$ cat src/rtl/reindeer_csr_access_sequencer_pkg.sv
// Shared constants for the CSR access sequencer: Zicsr funct3 encodings,
// sequencer states and the read-only CSR address field.
package reindeer_csr_access_sequencer_pkg;

  localparam logic [2:0] F3_CSRRW  = 3'b001;
  localparam logic [2:0] F3_CSRRS  = 3'b010;
  localparam logic [2:0] F3_CSRRC  = 3'b011;
  localparam logic [2:0] F3_CSRRWI = 3'b101;
  localparam logic [2:0] F3_CSRRSI = 3'b110;
  localparam logic [2:0] F3_CSRRCI = 3'b111;

  // funct3[1:0] selects the operation for both register and immediate forms
  localparam logic [1:0] OP_NONE = 2'b00;
  localparam logic [1:0] OP_RW   = 2'b01;
  localparam logic [1:0] OP_RS   = 2'b10;
  localparam logic [1:0] OP_RC   = 2'b11;

  localparam logic [1:0] RO_ADDR_FIELD = 2'b11;

  typedef enum logic [2:0] {
    ST_IDLE,
    ST_READ,
    ST_WAIT,
    ST_WRITE,
    ST_WCHK,
    ST_DONE
  } state_t;

endpackage

$ cat src/rtl/reindeer_csr_rmw_alu.sv
// Read-modify-write value computation for CSRRW/RS/RC and whether the
// result actually has to be written back.
module reindeer_csr_rmw_alu
  import reindeer_csr_access_sequencer_pkg::*;
#(
  parameter int unsigned XLEN = 32
) (
  input  logic [1:0]      op,
  input  logic [XLEN-1:0] old,
  input  logic [XLEN-1:0] src,
  output logic [XLEN-1:0] new_value,
  output logic            write_needed
);

  always_comb begin
    new_value    = src;
    write_needed = 1'b0;
    case (op)
      OP_RW: begin
        new_value    = src;
        write_needed = 1'b1;
      end
      OP_RS: begin
        new_value    = old | src;
        write_needed = |src;
      end
      OP_RC: begin
        new_value    = old & ~src;
        write_needed = |src;
      end
      default: begin
        new_value    = src;
        write_needed = 1'b0;
      end
    endcase
  end

endmodule

$ cat src/rtl/reindeer_csr_access_sequencer.sv
// Zicsr initiator: sequences read/modify/write on the CSR file port and
// reports unknown-address and read-only-write faults as illegal_instr.
module reindeer_csr_access_sequencer
  import reindeer_csr_access_sequencer_pkg::*;
#(
  parameter int unsigned XLEN          = 32,
  parameter int unsigned CSR_ADDR_BITS = 12,
  parameter int unsigned WAIT_LIMIT    = 3
) (
  input  logic                     clk,
  input  logic                     reset_n,
  input  logic                     start,
  input  logic [2:0]               funct3,
  input  logic [CSR_ADDR_BITS-1:0] csr_addr,
  input  logic [XLEN-1:0]          rs1_data,
  input  logic [4:0]               uimm,
  input  logic                     rd_is_x0,
  input  logic                     abort,
  output logic                     csr_read_enable,
  output logic [CSR_ADDR_BITS-1:0] csr_read_addr,
  input  logic                     csr_read_valid,
  input  logic [XLEN-1:0]          csr_read_data,
  input  logic                     csr_fault,
  output logic                     csr_write_enable,
  output logic [CSR_ADDR_BITS-1:0] csr_write_addr,
  output logic [XLEN-1:0]          csr_write_data,
  output logic                     busy,
  output logic                     done,
  output logic                     rd_write_enable,
  output logic [XLEN-1:0]          rd_data,
  output logic                     illegal_instr
);

  localparam logic [1:0] WAIT_LAST = 2'(WAIT_LIMIT - 1);

  state_t                   state;
  logic [1:0]               op_q;
  logic [CSR_ADDR_BITS-1:0] addr_q;
  logic [XLEN-1:0]          src_q;
  logic                     rd_x0_q;
  logic [XLEN-1:0]          old_q;
  logic [XLEN-1:0]          wdata_q;
  logic                     illegal_q;
  logic                     read_done_q;
  logic [1:0]               wait_cnt;

  logic [XLEN-1:0] src_in;
  logic [XLEN-1:0] alu_new;
  logic            alu_write_needed;
  logic            start_ro;
  logic            latched_ro;

  assign src_in     = funct3[2] ? {{(XLEN-5){1'b0}}, uimm} : rs1_data;
  assign start_ro   = (csr_addr[CSR_ADDR_BITS-1 -: 2] == RO_ADDR_FIELD);
  assign latched_ro = (addr_q[CSR_ADDR_BITS-1 -: 2] == RO_ADDR_FIELD);

  reindeer_csr_rmw_alu #(
    .XLEN(XLEN)
  ) u_rmw_alu (
    .op          (op_q),
    .old         (csr_read_data),
    .src         (src_q),
    .new_value   (alu_new),
    .write_needed(alu_write_needed)
  );

  always_ff @(posedge clk or negedge reset_n) begin
    if (!reset_n) begin
      state       <= ST_IDLE;
      op_q        <= '0;
      addr_q      <= '0;
      src_q       <= '0;
      rd_x0_q     <= 1'b0;
      old_q       <= '0;
      wdata_q     <= '0;
      illegal_q   <= 1'b0;
      read_done_q <= 1'b0;
      wait_cnt    <= '0;
    end else if (abort) begin
      state       <= ST_IDLE;
      illegal_q   <= 1'b0;
      read_done_q <= 1'b0;
    end else begin
      case (state)
        ST_IDLE: begin
          if (start) begin
            op_q        <= funct3[1:0];
            addr_q      <= csr_addr;
            src_q       <= src_in;
            rd_x0_q     <= rd_is_x0;
            illegal_q   <= 1'b0;
            read_done_q <= 1'b0;
            if (funct3[1:0] == OP_NONE) begin
              illegal_q <= 1'b1;
              state     <= ST_DONE;
            end else if (funct3[1:0] == OP_RW && rd_is_x0) begin
              // CSRRW to x0 has no side-effecting read, so go straight to the write
              if (start_ro) begin
                illegal_q <= 1'b1;
                state     <= ST_DONE;
              end else begin
                wdata_q <= src_in;
                state   <= ST_WRITE;
              end
            end else begin
              state <= ST_READ;
            end
          end
        end
        ST_READ: begin
          wait_cnt <= '0;
          state    <= ST_WAIT;
        end
        ST_WAIT: begin
          if (csr_read_valid) begin
            old_q       <= csr_read_data;
            read_done_q <= 1'b1;
            if (csr_fault) begin
              illegal_q <= 1'b1;
              state     <= ST_DONE;
            end else if (alu_write_needed) begin
              if (latched_ro) begin
                illegal_q <= 1'b1;
                state     <= ST_DONE;
              end else begin
                wdata_q <= alu_new;
                state   <= ST_WRITE;
              end
            end else begin
              state <= ST_DONE;
            end
          end else if (wait_cnt == WAIT_LAST) begin
            illegal_q <= 1'b1;
            state     <= ST_DONE;
          end else begin
            wait_cnt <= wait_cnt + 2'd1;
          end
        end
        ST_WRITE: state <= ST_WCHK;
        ST_WCHK: begin
          if (csr_fault) illegal_q <= 1'b1;
          state <= ST_DONE;
        end
        ST_DONE: state <= ST_IDLE;
        default: state <= ST_IDLE;
      endcase
    end
  end

  assign csr_read_enable  = (state == ST_READ);
  assign csr_read_addr    = addr_q;
  assign csr_write_enable = (state == ST_WRITE);
  assign csr_write_addr   = addr_q;
  assign csr_write_data   = wdata_q;
  assign busy             = (state != ST_IDLE);
  assign done             = (state == ST_DONE);
  assign rd_write_enable  = done & ~illegal_q & ~rd_x0_q & read_done_q;
  assign rd_data          = old_q;
  assign illegal_instr    = done & illegal_q;

endmodule
$ cat config.mk
export PLATFORM = sky130hd
export DESIGN_NAME = reindeer_csr_access_sequencer
export DESIGN_NICKNAME = d
export VERILOG_FILES = /design/src/rtl/reindeer_csr_access_sequencer_pkg.sv /design/src/rtl/reindeer_csr_rmw_alu.sv /design/src/rtl/reindeer_csr_access_sequencer.sv
export SDC_FILE = /design/constraint.sdc
export NUM_CORES = 1
export LEC_CHECK = 0
export BUFFER_PORTS_ARGS = -buffer_cell sky130_fd_sc_hd__buf_2
export CORE_MARGIN = 2
export CORE_UTILIZATION = 48
export CTS_BUF_LIST = sky130_fd_sc_hd__clkbuf_4 sky130_fd_sc_hd__clkbuf_8
export DETAILED_ROUTE_END_ITERATION = 10
export GPL_TIMING_DRIVEN = 0
export MAX_ROUTING_LAYER = met4
export PLACE_DENSITY_LB_ADDON = 0.1
export SYNTH_ARGS = -nofsm -noshare
export SYNTH_HDL_FRONTEND = slang
export SYNTH_SLANG_ARGS = --single-unit
$ cat constraint.sdc
create_clock -name clk -period 2 [get_ports clk]
set_input_delay 0.4 -clock clk [delete_from_list [all_inputs] [get_ports clk]]
set_output_delay 0.4 -clock clk [all_outputs]
set_load 0.005 [all_outputs]
==> results of run 1 <==
==> power by group <==
part / internal (mW) / leakage [nW] / switching [mW]
Clock: 1.39 / 0.225 / 0.966
Combinational: 1.91 / 2.05 / 1.64
Sequential: 3.29 / 1.51 / 0.640
==> metrics by stage <==
stage,hold slack [ns],setup WS (ns),instance area (um^2)
final,0.180,-0.153,7630
after global routing,0.165,-0.216,7630
after CTS,0.153,-0.145,7510
after detailed placement,0.403,-0.576,6830
after global placement,0.467,-0.983,6800
after floorplan,0.104,0.00722,5700
==> what timing repair did <==
item                                   4_1_cts  5_1_grt
buffers inserted                             8        3
endpoints found under the hold margin       56        0
hold buffers                                 1        0
gates cloned                                 2        0
pin swaps                                    4        2
gates resized for setup                     43       39
setup endpoints to repair                  117      120
==> layout by cell type, fill, tap and decap left out, drive strengths merged, types with 3 or more instances in the layout <==
master    n
a21oi    74
and2      3
buf     217
clkbuf   53
clkinv    3
dfrtp   118
inv       3
mux2     80
mux2i     5
nand2    66
nand2b   28
nand3     4
nor2     16
nor3      4
nor4      7
nor4b     3
o21ai    65
==> layout make-up <==
class	count	area, um^2
fill	993	3890
timing repair buffer	199	1100
tap	143	179
clock buffer	26	352
multi-input combinational	380	2650
buffer	46	295
sequential	118	2950
clock inverter	6	86.3
inverter	3	11.3
==> sequential cells by signal (all words and copies together), names as in the netlist <==
| register | cells |
|---|---|
| csr_write_data | 32 |
| rd_data | 32 |
| src_q | 32 |
| csr_read_addr | 12 |
| state | 3 |
| op_q | 2 |
| wait_cnt | 2 |
| illegal_q | 1 |
| rd_x0_q | 1 |
| read_done_q | 1 |
==> logic make-up (layout without fill, tap and decap cells) <==
kind of cell / Yosys count / count (layout) / synth area share, %
flip-flops: 118 / 118 / 51.9
adder cells (fa/ha/maj): 1 / 1 / 0.220
AND/OR/NAND/NOR: 143 / 143 / 12.6
multiplexers: 85 / 85 / 16.7
buffers and inverters: 50 / 280 / 4.51
AO/OA/AOI/OAI: 151 / 151 / 14.0
==> synth_stat cells, types with 2 or more instances <==
| master | count |
|---|---|
| nand3b_1 | 2 |
| and2_1 | 3 |
| nor4b_1 | 2 |
| nor2b_1 | 2 |
| nand2_1 | 66 |
| buf_4 | 12 |
| buf_6 | 3 |
| dfrtp_1 | 118 |
| nor2_1 | 16 |
| nor3_1 | 4 |
| mux2_1 | 23 |
| o21ai_0 | 64 |
| inv_1 | 3 |
| mux2i_1 | 5 |
| nand2b_1 | 28 |
| a211oi_1 | 2 |
| buf_1 | 2 |
| mux2_2 | 57 |
| clkbuf_1 | 29 |
| nand3_1 | 4 |
| a21o_1 | 2 |
| nor4_1 | 7 |
| a22oi_1 | 2 |
| nor3b_1 | 2 |
| a21oi_1 | 73 |
==> per-layer routing <==
| metal | up-vias | GRT usage (%) | routed length (um) |
|---|---|---|---|
| met5 | - | - | 0 |
| met2 | 180 | 42.7 | 8040 |
| met3 | 33 | 6.96 | 1010 |
| met4 | 0 | 10.5 | 323 |
| met1 | 2478 | 33.9 | 7000 |
| li1 | 2344 | - | - |
==> worst max path at each step <==
stage / startpoint / end / cells past startpoint
after global placement: reset_n / rd_data[14]$_DFFE_PN0P_ / 1
after CTS: state[2]$_DFFE_PN0P_ / csr_write_data[26]$_DFFE_PN0P_ / 7
after global routing: state[0]$_DFFE_PN0P_ / rd_data[12]$_DFFE_PN0P_ / 7
after floorplan: state[2]$_DFFE_PN0P_ / csr_write_data[22]$_DFFE_PN0P_ / 6
final: state[0]$_DFFE_PN0P_ / csr_write_data[15]$_DFFE_PN0P_ / 7
after detailed placement: state[0]$_DFFE_PN0P_ / rd_data[12]$_DFFE_PN0P_ / 5
==> worst max-delay path: stages (launching register included) <==
cell and delay (ns):
dfrtp_1 0.41, or3b_4 0.41, nor4b_4 0.28, a22oi_2 0.11, a21oi_4 0.19, buf_12 0.16
buf_12 0.15, mux2_4 0.30
==> summary.md, run 1 <==
| Metric | Value |
|---|---|
| Least-Margin Pin Slew | `0.706 ns` |
| Core ar. | `between 0.01 and 0.015 mm^2` |
| Hold Crit Class | `in2reg` |
| DR vias/cell | `5.47` |
| Largest net degree at the start of global routing | `63` |
| Peak supply drop | `727 uV` |
| CP endpoint kind | `flip-flop` |
| Wire length of the first global-routing pass | `~26,000 um` |
| Primary FF master, synth | `dfrtp_1` |
| Outcome | `finished, violations left` |
| Layout area overhead | `34.0%` |
| R2r setup slk | `-0.15 ns` |
| Fin util | `66.2%` |
| Max-cap violations | `0` |
| RSZ-0062 raised after global routing | `yes` |
| Via count | `between 5,000 and 6,000` |
| Die height | `113 um` |
| Arrival time worst endpoint | `2.49 ns` |
| Hold Crit Depth | `2` |
| Tcrit/Tclk final | `108%` |
| Synth warn | `0` |
| Area share of the largest cell type after synthesis | `51.9%` |
| Total grt overflow | `0` |
| Hold_sp | `csr_addr[9]` |
| CP Max Fanout | `10` |
| Port bufs | `184` |
| Clk_lat worst skew | `0.45 ns` |
| Sink Count | `118` |
| WHS Endpoint | `csr_read_addr[9]$_DFFE_PN0P_` |
| Post-placement cell count | `876` |
| Share of cells above drive strength 1 | `a little under half` |
| Share of flip-flops with an asynchronous set or reset | `100%` |
| Tmin final | `2.15 ns` |
| H-tree levels | `4` |
| Initial Util | `49.4%` |
| Count of pins over their slew limit | `0` |
| Vias in the first global route | `5,007` |
| # nets final | `around 860` |
| Reg2reg path depth | `7` |
| IO Pins | `185` |
| Detail Route Antenna Nets | `0` |
| Global placement routability congestion | `approximately 0.88` |
| Reg2reg end | `csr_write_data[15]$_DFFE_PN0P_` |
| Sequential-to-total area share from yosys stat | `around 52%` |
| Reg-to-Reg Start | `state[0]$_DFFE_PN0P_` |
| Clock Path Buffers | `2` |
| Wire per inst | `around 18 um` |
| Cell area power density | `1290 mW/mm^2` |
| Clk slew on worst S/H paths | `0.07 ns` |
| Router iterations before antenna repair | `9` |
| CP Class | `reg2reg` |
| HPWL after DPL | `about 11,000 um` |
| Synth Cell Area | `0.00569 mm^2` |
| CTS tree | `done` |
| EDFF count, synth | `0` |
| GR Util All Layers | `27.1%` |
| Initial DRC Count | `365` |
| Diode count | `0` |
| Die area | `0.0127 mm^2` |
| Distinct cells, synth | `42` |
| # setup viols final | `56` |
| Worst slew margin | `53.0%` |
| Routed wire length | `16,400 um` |
| Syn_nets | `640` |
| Mapped Avg Cell Area | `10.4 um^2` |
| Clk_skew | `roughly 0.0095 ns` |
| Pwr Total | `~9.8 mW` |
| Chip width | `113 um` |
| Failing checks | `DRC, setup timing` |
| Final Hold Fails | `0` |
| CP required | `2.33 ns` |
| Post-synth top area cell | `dfrtp_1` |
| Synth Register Bits | `around 120` |
| TNS Setup | `-5.54 ns` |
| Final worst slack | `-0.153 ns` |
| Total CTS buffers | `17` |
| Synth area leaders | `dfrtp_1 52%, mux2_2 11%, a21oi_1 6.4%, o21ai_0 5.6%, mux2_1 4.6%` |
| Fmax achieved | `464 MHz` |
| FP Rows | `39` |
| Post-Layout Cell Count | `~920` |
| Leak | `3.79 nW` |
| Clk Tree Root Cell | `clkbuf_8` |
| Initial antenna violation count | `0` |
| # DRC | `11` |
| Startpoint type of the worst setup path | `flip-flop` |
| Syn Inst Count | `548` |
(Power assumes the default switching activity.)
==> inputs of run 2 (changes only) <==
- CELL_PAD_IN_SITES_DETAIL_PLACEMENT: default -> 1
- CELL_PAD_IN_SITES_GLOBAL_PLACEMENT: default -> 1
- CORE_UTILIZATION: 48 -> 36
==> run 2 against run 1 <==
The flow finishes with violations (setup timing); largest power group unchanged; wire length up 14%; flip-flop and latch count unchanged; clock skew up 0.00075 ns; worst hold slack better by 0.0023 ns; via count up 0.48%; setup slack worse by 0.061 ns; utilization down 15 points; global-route usage down 3.7 points; first-iteration DRC count down 32%; critical endpoint is now csr_write_data[29]$_DFFE_PN0P_.
==> summary.md, run 2 (synthesis results as in run 1) <==
| Metric | Value |
|---|---|
| Outcome | `finished, violations left` |
| Failing checks | `setup timing` |
| CP Max Fanout | `5 (-5)` |
| Share of cells above drive strength 1 | `46.7% (+1.0 points)` |
| Clk slew on worst S/H paths | `0.07 ns (about the same)` |
| # nets final | `863 (+0.70%)` |
| IO Pins | `185 (unchanged)` |
| Detail Route Antenna Nets | `0 (unchanged)` |
| Hold Crit Class | `in2reg` |
| Largest net degree at the start of global routing | `83 (+32%)` |
| Register area | `0.00295 mm^2 (about the same)` |
| Clk Tree Root Cell | `clkbuf_8` |
| DR vias/cell | `5.09 (-6.8%)` |
| Port bufs | `184 (unchanged)` |
| Die height | `130 um (+15%)` |
| CP Class | `reg2reg` |
| Total grt overflow | `0 (unchanged)` |
| Final instance area | `0.00786 mm^2 (+3.0%)` |
| Delay-heaviest family, CP | `simple AND/OR/NAND/NOR gates` |
| Most frequent cells in the layout | `183 x buf_2, 117 x dfrtp_1, 73 x a21oi_1, 66 x nand2_1, 57 x o21ai_0` |
| Wire per inst | `18.8 um (+5.5%)` |
| R2r setup slk | `-0.21 ns (-0.06 ns)` |
| Least-Margin Pin Slew | `0.770 ns (+0.0640 ns)` |
| Worst slew margin | `48.7% (-4.3 points)` |
| Post-placement cell count | `944 (+7.8%)` |
| Routed wire length | `18,600 um (+14%)` |
| Clk_lat worst skew | `0.45 ns (about the same)` |
| CTS tree | `done` |
| Arrival time worst endpoint | `2.55 ns (+0.06 ns)` |
| FP Rows | `45 (+15%)` |
| Startpoint type of the worst setup path | `flip-flop` |
| Wire length of the first global-routing pass | `28,900 um (+12%)` |
| Initial DRC Count | `247 (-32%)` |
| Via count | `5,059 (+0.48%)` |
| Global placement routability congestion | `0.808 (-8.3%)` |
| Worst Path Buf+Inv | `2 (unchanged)` |
| Router iterations before antenna repair | `4 (-5)` |
| CP max-delay cell | `or3b_4` |
| Core ar. | `0.0153 mm^2 (+33%)` |
| Peak supply drop | `596 uV (-18%)` |
| Clock Path Buffers | `2 (unchanged)` |
| # DRC | `0 (-11)` |
| Vias in the first global route | `5,348 (+6.8%)` |
| Most common cell after layout, fill and taps aside | `buf_2` |
| Final Hold Fails | `0 (unchanged)` |
| Initial antenna violation count | `0 (unchanged)` |
| H-tree levels | `4 (unchanged)` |
| Final worst slack | `-0.215 ns (-0.0614 ns)` |
| Fill count | `1,777 (+79%)` |
| Post-Layout Cell Count | `993 (+7.8%)` |
| Count of pins over their slew limit | `0 (unchanged)` |
| Sink Count | `118 (unchanged)` |
| Layout area overhead | `38.1%` |
| Die area | `0.0168 mm^2 (+32%)` |
| HPWL after DPL | `13,300 um (+17%)` |
| Max-cap violations | `0 (unchanged)` |
| CP endpoint kind | `flip-flop` |
| Clk_skew | `0.0103 ns (+0.000755 ns)` |
| Tcrit/Tclk final | `111% (+3.1 points)` |
| Tmin final | `2.21 ns (+0.0614 ns)` |
| Leak | `3.84 nW (+1.3%)` |
| Total CTS buffers | `17 (unchanged)` |
| Crit path cell chain | `or3b_4, nor4b_4, a22oi_2, a21oi_4, buf_8, clkbuf_16, mux2_2` |
| RSZ-0062 raised after global routing | `yes` |
| # setup viols final | `34 (-39%)` |
| Slowest Stage Delay on Critical Path | `0.43 ns (+0.02 ns)` |
| Cell area power density | `1250 mW/mm^2 (-3.0%)` |
| GR Util All Layers | `23.4% (-3.7 points)` |
| DP Area | `0.00692 mm^2 (+1.2%)` |
| Fmax achieved | `452 MHz (-2.8%)` |
| Initial Util | `37.1% (-12 points)` |
| Multi-input logic area | `0.00267 mm^2 (+0.71%)` |
| Chip width | `130 um (+15%)` |
| CP required | `2.33 ns (about the same)` |
| Diode count | `0 (unchanged)` |
## run 2: layout make-up
| class | count | share of cell area, % |
|---|---|---|
| Multi-Input combinational cell | 380 | 33.9 |
| Clock buffer | 27 | 4.41 |
| Clock inverter | 3 | 0.510 |
| Sequential cell | 118 | 37.6 |
| Buffer | 45 | 4.54 |
| Timing Repair Buffer | 206 | 15.5 |
| Tap cell | 211 | 3.36 |
| Inverter | 3 | 0.143 |
## run 2: final timing paths
kind,start,endpoint,cells past startpoint
worst max register to register,state[2]$_DFFE_PN0P_,csr_write_data[29]$_DFFE_PN0P_,7
worst min register to register,csr_write_data[23]$_DFFE_PN0P_,csr_write_data[23]$_DFFE_PN0P_,1
worst max-delay path,state[2]$_DFFE_PN0P_,csr_write_data[29]$_DFFE_PN0P_,7
min in group asynchronous,reset_n,csr_read_addr[8]$_DFFE_PN0P_,2
worst min-delay path,csr_addr[8],csr_read_addr[8]$_DFFE_PN0P_,2
max in group asynchronous,reset_n,csr_write_data[1]$_DFFE_PN0P_,3
## run 2: per-stage QoR
step           setup TNS (ns)  worst slack (ns)  power [mW]  util (%)  hold WS, ns
6_report                -5.32            -0.215        9.83      51.3        0.182
5_1_grt                 -8.32            -0.292        10.5      51.3        0.163
4_1_cts                 -4.87            -0.201        9.75      50.2        0.160
3_5_place_dp           -49.64            -0.832        7.26      45.2        0.334
3_3_place_gp          -172.11             -1.06        7.09      44.9        0.466
2_1_floorplan               0           0.00722        5.68         -        0.104
## run 2: per-layer routing
metal  vias to the layer above  global-route usage, %  part of all wire [%]
li1                       2367                      -                     -
met1                      2527                   29.1                    44
met2                       152                   38.3                    49
met3                        13                   6.11                   5.8
met4                         0                   6.01                  0.85
met5                         -                      -                     0
## run 2: repair_timing
item / CTS / global route
buffers inserted: 11 / 6
hold endpoints to repair: 36 / 0
gates resized for setup: 69 / 46
hold buffers: 1 / 0
pin swaps: 5 / 3
cloned: 2 / 1
setup endpoints to repair: 118 / 97
## run 2: report_power, final
group / internal (mW) / leakage, nW / switching [mW] / total (mW)
registers: 3.29 / 1.51 / 0.653 / 3.94
logic: 1.98 / 2.12 / 1.73 / 3.72
clock network: 1.22 / 0.206 / 0.949 / 2.17
total: 6.49 / 3.84 / 3.34 / 9.83
